==> config.mk <==
export PLATFORM = sky130hd
export DESIGN_NAME = ram_arbiter
export DESIGN_NICKNAME = d
export VERILOG_FILES = /design/src/rtl/mem_pkg.sv /design/src/rtl/rr_pick2.sv /design/src/rtl/ram_arbiter.sv
export SDC_FILE = /design/constraint.sdc
export NUM_CORES = 1
export LEC_CHECK = 0
export CAP_MARGIN = 20
export CORE_MARGIN = 1.5
export CORE_UTILIZATION = 30
export CTS_CLUSTER_SIZE = 14
export DETAILED_ROUTE_END_ITERATION = 7
export GPL_TIMING_DRIVEN = 0
export MAX_ROUTING_LAYER = met4
export PLACE_DENSITY = 0.62
export SLEW_MARGIN = 20
export SYNTH_ARGS = -nofsm -noshare
export SYNTH_HDL_FRONTEND = slang
export SYNTH_SLANG_ARGS = --single-unit
==> constraint.sdc <==
create_clock -name clk -period 1.4 [get_ports clk]
set_input_delay 0.21 -clock clk [delete_from_list [all_inputs] [get_ports clk]]
set_output_delay 0.21 -clock clk [all_outputs]
set_load 0.01 [all_outputs]
==> src/rtl/mem_pkg.sv <==
// Shared types and constants for the data-RAM access path.
// Request fields are carried at MEM_WIDTH; narrower arbiters zero-extend into them.
package mem_pkg;

    localparam int unsigned MEM_WIDTH = 32;

    localparam logic [1:0] MODE_BYTE = 2'b00;
    localparam logic [1:0] MODE_HALF = 2'b01;
    localparam logic [1:0] MODE_WORD = 2'b10;

    typedef enum logic [1:0] {
        IDLE,
        ACCESS,
        RESP
    } arb_state_t;

    typedef struct packed {
        logic                 we;
        logic [1:0]           mode;
        logic [MEM_WIDTH-1:0] addr;
        logic [MEM_WIDTH-1:0] wdata;
    } mem_req_t;

endpackage

==> src/rtl/rr_pick2.sv <==
// Two-way round-robin choice: a lone requester wins, a tie goes to the port
// that did not hold the last grant.
module rr_pick2 (
    input  logic [1:0] req,
    input  logic       owner,
    output logic       grant_idx,
    output logic       grant_valid
);

    always_comb begin
        grant_valid = |req;
        grant_idx   = 1'b0;
        unique case (req)
            2'b01:   grant_idx = 1'b0;
            2'b10:   grant_idx = 1'b1;
            2'b11:   grant_idx = ~owner;
            default: grant_idx = 1'b0;
        endcase
    end

endmodule

==> src/rtl/ram_arbiter.sv <==
// Serialises CPU (port 0) and debug/DMA (port 1) accesses onto the single data RAM
// through an IDLE -> ACCESS -> RESP sequence with registered request and response.
module ram_arbiter
    import mem_pkg::*;
#(
    parameter int unsigned WIDTH = 32
) (
    input  logic             clk,
    input  logic             rst,
    input  logic             m0_req,
    input  logic             m0_we,
    input  logic [1:0]       m0_mode,
    input  logic [WIDTH-1:0] m0_addr,
    input  logic [WIDTH-1:0] m0_wdata,
    output logic             m0_ack,
    output logic [WIDTH-1:0] m0_rdata,
    input  logic             m1_req,
    input  logic             m1_we,
    input  logic [1:0]       m1_mode,
    input  logic [WIDTH-1:0] m1_addr,
    input  logic [WIDTH-1:0] m1_wdata,
    output logic             m1_ack,
    output logic [WIDTH-1:0] m1_rdata,
    output logic             ram_we,
    output logic [1:0]       ram_mode,
    output logic [WIDTH-1:0] ram_addr,
    output logic [WIDTH-1:0] ram_din,
    input  logic [WIDTH-1:0] ram_dout,
    output logic             busy,
    output logic             owner
);

    arb_state_t       state_q, state_d;
    logic             owner_q, owner_d;
    mem_req_t         req_q, req_d;
    logic [WIDTH-1:0] m0_rdata_q, m0_rdata_d;
    logic [WIDTH-1:0] m1_rdata_q, m1_rdata_d;
    logic             grant_idx;
    logic             grant_valid;

    rr_pick2 u_pick (
        .req         ({m1_req, m0_req}),
        .owner       (owner_q),
        .grant_idx   (grant_idx),
        .grant_valid (grant_valid)
    );

    always_comb begin
        state_d    = state_q;
        owner_d    = owner_q;
        req_d      = req_q;
        m0_rdata_d = m0_rdata_q;
        m1_rdata_d = m1_rdata_q;
        unique case (state_q)
            IDLE: begin
                if (grant_valid) begin
                    if (grant_idx) begin
                        req_d.we    = m1_we;
                        req_d.mode  = m1_mode;
                        req_d.addr  = MEM_WIDTH'(m1_addr);
                        req_d.wdata = MEM_WIDTH'(m1_wdata);
                    end else begin
                        req_d.we    = m0_we;
                        req_d.mode  = m0_mode;
                        req_d.addr  = MEM_WIDTH'(m0_addr);
                        req_d.wdata = MEM_WIDTH'(m0_wdata);
                    end
                    owner_d = grant_idx;
                    state_d = ACCESS;
                end
            end
            ACCESS: begin
                // Only the winner's response register is written; the loser's holds.
                if (owner_q) m1_rdata_d = ram_dout;
                else         m0_rdata_d = ram_dout;
                state_d = RESP;
            end
            RESP:    state_d = IDLE;
            default: state_d = IDLE;
        endcase
    end

    always_ff @(posedge clk or negedge rst) begin
        if (!rst) begin
            state_q    <= IDLE;
            owner_q    <= 1'b1;
            req_q      <= '0;
            m0_rdata_q <= '0;
            m1_rdata_q <= '0;
        end else begin
            state_q    <= state_d;
            owner_q    <= owner_d;
            req_q      <= req_d;
            m0_rdata_q <= m0_rdata_d;
            m1_rdata_q <= m1_rdata_d;
        end
    end

    // Strobe and acks decode straight from state so an async reset kills them at once.
    assign ram_we   = (state_q == ACCESS) && req_q.we;
    assign ram_mode = req_q.mode;
    assign ram_addr = WIDTH'(req_q.addr);
    assign ram_din  = WIDTH'(req_q.wdata);
    assign m0_ack   = (state_q == RESP) && !owner_q;
    assign m1_ack   = (state_q == RESP) && owner_q;
    assign m0_rdata = m0_rdata_q;
    assign m1_rdata = m1_rdata_q;
    assign busy     = (state_q != IDLE);
    assign owner    = owner_q;

endmodule

* Word-level counts from Yosys, hierarchy flattened
Index checks and enable logic that the tools add are counted.
Storage, ports and cells: bits in registers 134, input port bits 170, output and inout port bits 135, word-level logic and storage cells 28
Cells by class: equality and inequality tests 5, mux-type cells 4, bitwise gates (word level) 1, reduce and logical (&&, ||, !) cells 10
Operator list (count):
- two-way mux 67 bit | 1
- == test 2 bit, second input constant | 3
- AND reduction 2 bit | 3
- one-hot mux 2 bit (2 select lines) | 1
- logical AND 1 bit | 3
- == test 2 x 1 -> 1 bit, second input constant | 1
- logical NOT 2 bit | 1
- two-way mux 2 bit | 1
- inequality test 2 bit, second input constant | 1
- one-hot mux 1 bit (2 select lines) | 1
- nonzero test 2 bit | 1
- OR reduction 2 bit | 1
- logical NOT 1 bit | 1
- inverter 1 bit | 1

* Logic depth before layout (Yosys ltp)
word-level depth 3, gate-level depth with buffers 7, gate-level depth less buffers 3

* Cells and area by module
A second synthesis with hierarchy kept.
Second synthesis, totals: cells, all modules 430, area total of the unflattened synthesis 6311.1 µm²
Modules (own cells, without submodules):
- ram_arbiter | instances 1, cells an instance 428, area each 6297.3 µm², sequential area each 3354.5 µm²
- rr_pick2 | instances 1, cells an instance 2, area each 13.8 µm², sequential area each 0.0 µm²

* Worst setup path before layout
OpenSTA, ideal clock, no wires.
path type register -> register, start point register owner_q (netlist: owner), end point register req_q, in the netlist ram_addr[0], library setup time 81 ps, arrival time 1412 ps, data required time 1319 ps, setup slack -94 ps, stages on the path, launching flop included 6, buffers on the path 2, period minus slack after synthesis 1494 ps, cell sequence dfstp_2 -> a21bo_2 -> buf_4 -> clkbuf_1 -> nand2_1 -> a31oi_2
Between the ends: cells in the longest elaborated chain, start to end 3
Ends and longest elaborated chain:
- start, declared | RTL line ram_arbiter.sv:34 | logic owner_q, owner_d;
- start signal, assigned | RTL line ram_arbiter.sv:92 | owner_q <= owner_d;
- inverter 1 bit (no source line)
- one-hot mux 1 bit (2 select lines) | RTL line rr_pick2.sv:13 | unique case (req)
- two-way mux 67 bit | RTL line ram_arbiter.sv:57 | if (grant_idx) begin
- end signal, assigned | RTL line ram_arbiter.sv:93 | req_q <= req_d;
- end, declared | RTL line ram_arbiter.sv:35 | mem_req_t req_q, req_d;
No other way between the ends. A chain may end at the register's enable or synchronous reset.

* Final worst setup path
start point register state_q[0], end point output port busy
Between the ends: cells in the longest elaborated chain, start to end 1
Ends and longest elaborated chain:
- start, declared | RTL line ram_arbiter.sv:33 | arb_state_t state_q, state_d;
- start signal, assigned | RTL line ram_arbiter.sv:91 | state_q <= state_d;
- nonzero test 2 bit | RTL line ram_arbiter.sv:108 | assign busy = (state_q != IDLE);
- end, declared | RTL line ram_arbiter.sv:29 | output logic busy,
No other way between the ends.

==> flow_summary.json <==
{
  "outcome": "finished with violations",
  "failed_checks": "setup timing",
  "critPathKind": "flip-flop to output pin",
  "hp-class": "input port to flip-flop",
  "grt_pass1_wl_mm": 32.4,
  "crit_slowest_cell": "dfrtp_1",
  "synth_top_area_share_pct": 53.1,
  "synth.largest_area_cell": "dfrtp_1",
  "drive_gt1_share_pct": 37.5,
  "clock.fmax_mhz": 634,
  "fin_ws_ns": -0.178,
  "firstDrtPassIters": 4,
  "yosys_warnings": 0,
  "slew_headroom_pct": 64.9,
  "start_util_pct": 30.8,
  "root_buffer": "clkbuf_16",
  "viasPerCell": 4.62,
  "vias": 5772,
  "critPathArrivalTime_ns": 1.37,
  "synth_seq_cells": 134,
  "yosysSeqAreaShare_pct": 53.5,
  "syn_nets": 760,
  "yosys-top-cells-count": "nand2_1 (135), dfrtp_1 (133), buf_4 (70), a21oi_1 (68), a31oi_1 (48)",
  "min_period_ns": 1.58,
  "synth_cell_types": 23,
  "final_nets": 1136,
  "power.share.switching_pct": 34.6,
  "clkSlewWorstSetupHoldPaths_ns": 0.06,
  "die_h_um": 148,
  "ios": 305,
  "cp-start-kind": "flip-flop",
  "slew_viol_final": 0,
  "dpl_worst_slack_ns": -0.703,
  "syn_to_final_growth_pct": 86.4,
  "critPathCaptureType": "output pin",
  "grt_usage_pct": 20.1,
  "cts_buffers": 17,
  "globalRouteOverflowTotal": 0,
  "core_mm2": 0.0204,
  "gp_congestion": 0.786,
  "holdWs_ns": 0.234,
  "clock-sinks": 134,
  "port_buffers": 304,
  "antenna_found_initial": 1,
  "dieArea_mm2": 0.0218,
  "drt_iter0_markers": 158,
  "ant_nets": 0,
  "cts_max_path_buffers": 2,
  "num_rows": 52,
  "final_util_pct": 57.4,
  "fin_skew_ns": 0.0122,
  "cts_tree": "built",
  "worst_skew_pair.late_latency_ns": 0.42,
  "synth.most_common_cell": "nand2_1",
  "grt_pass1_vias": 5849,
  "synth_edf_count": 0,
  "synth.area.top_cells": "dfrtp_1 (53%), buf_4 (8.4%), nand2_1 (8.1%), mux2_1 (5.7%), mux2_2 (5.7%)",
  "tightest_slew_ns": 0.526,
  "dp_hpwl_mm": 15.0,
  "wl_per_cell_um": 17.9,
  "synth_flop_cell": "dfrtp_1",
  "async_reset_ff_share_pct": 100,
  "seq_power_share_pct": 25.9,
  "maxCapViolations": 0,
  "hold_viol": 0,
  "cellPowerDensity_mw_per_mm2": 2310,
  "synth_area_mm2": 0.00627,
  "cp_cell_sequence": "buf_6 > nor2_4 > buf_8 > inv_2 > buf_6",
  "drc_errors": 0,
  "rsz0062_at_grt": "true",
  "setup_viol": 122,
  "leakagePower_uw": 0.00515,
  "h-tree-depth": 4,
  "route.met3.wl_mm": 1.46,
  "met1Wirelength_mm": 9.48,
  "power_switching_uw": 9330,
  "drt_wl_total_mm": 22.3,
  "finalSetupTns_ns": -12.04,
  "vdd_drop_max_uv": 860,
  "path_common_cell": "buf_6",
  "wl_met2_mm": 11.0,
  "p_int_uw": 17600,
  "comb_power_share_pct": 57.2,
  "p_clk_share_pct": 17.0,
  "highest_layer": "met4",
  "cp_data_required_time_ns": 1.19,
  "grt_max_degree": 72,
  "critPathMaxFanout": 4,
  "syn_avg_cell_area_um2": 10.6,
  "die_w_um": 148,
  "min_period_over_period_pct": 113,
  "syn_inst": 590,
  "critPathMaxStageDelay_ns": 0.42
}
## final timing paths
check	from	to	depth (start not counted)	slack, ns
worst max-delay path	state_q[0]	busy	5	-0.18
worst min-delay path	m0_req	owner	2	0.23
worst max register to register	state_q[0]	ram_addr[1]	7	-0.17
worst min register to register	m1_rdata[23]	m1_rdata[23]	1	0.50
max in group asynchronous	rst	ram_addr[31]	3	0.33
min in group asynchronous	rst	m1_rdata[24]	2	0.32
## final cells by class
cell class,instances,area [um2]
inverter,1,3.75
multi-input combinational,345,2740
clock buffer,18,429
sequential,134,3360
buffer,106,1080
timing repair buffer,361,3570
antenna,1,2.50
fill,1780,8680
clock inverter,14,163
tap,270,338
## logic make-up after synthesis
group                  after synthesis  share of synthesized area [%]
AO/OA/AOI/OAI                      138                           14.5
buffers and inverters              111                           11.5
flip-flops                         134                           53.5
multiplexers                        64                           11.5
AND/OR/NAND/NOR                    143                           8.94
## power by group through the flow
stage	Sequential (uW)	Clock, uW	Combinational (uW)
final	6980	4570	15400
after global routing	7210	4860	16400
after CTS	6940	4670	13000
after detailed placement	7030	0	12100
after global placement	6960	0	12000
after floorplan	7280	0	5790
## per-layer routing
layer,up-vias,GRT usage (%)
met1,2788,23.8
met2,224,32.6
li1,2737,-
met4,0,6.55
met3,23,6.27
met5,-,-
## per-stage QoR
step	instance area, um2	std cells	total power [uW]
final	11700	1250	26900
after global routing	11700	1250	28400
after CTS	11000	1232	24600
after detailed placement	9690	1165	19100
after global placement	9650	1164	19000
after floorplan	6270	590	13100
## layout by cell type, fill, tap and decap left out, types with 21 or more instances in the layout
master	instances
nand2_1	125
a31oi_1	30
mux2_2	30
buf_6	21
clkdlybuf4s15_1	22
clkdlybuf4s50_1	166
a31oi_4	24
dlygate4sd2_1	66
clkbuf_16	33
clkbuf_2	41
mux2_4	34
buf_4	92
a21oi_1	66
dfrtp_1	132
## state kept, by name, indices dropped and copies added, names as in the netlist
register	flops
m0_rdata	32
m1_rdata	32
owner	1
ram_addr	32
ram_din	32
ram_mode	2
req_q	1
state_q	2
## worst max-delay path, delay by kind of cell, from the launching register on
kind | cells | cell delay (ns)
AND/OR/NAND/NOR | 1 | 0.14
flip-flops | 1 | 0.42
buffers and inverters | 4 | 0.39
## repair_timing
item / in CTS / in global routing
hold endpoints to repair: 62 / 0
gates resized for setup: 357 / 164
hold buffers: 1 / 0
gates cloned: 4 / 12
buffers inserted: 30 / 10
setup endpoints to repair: 265 / 179
pin swaps: 18 / 12
(Power assumes the default switching activity.)
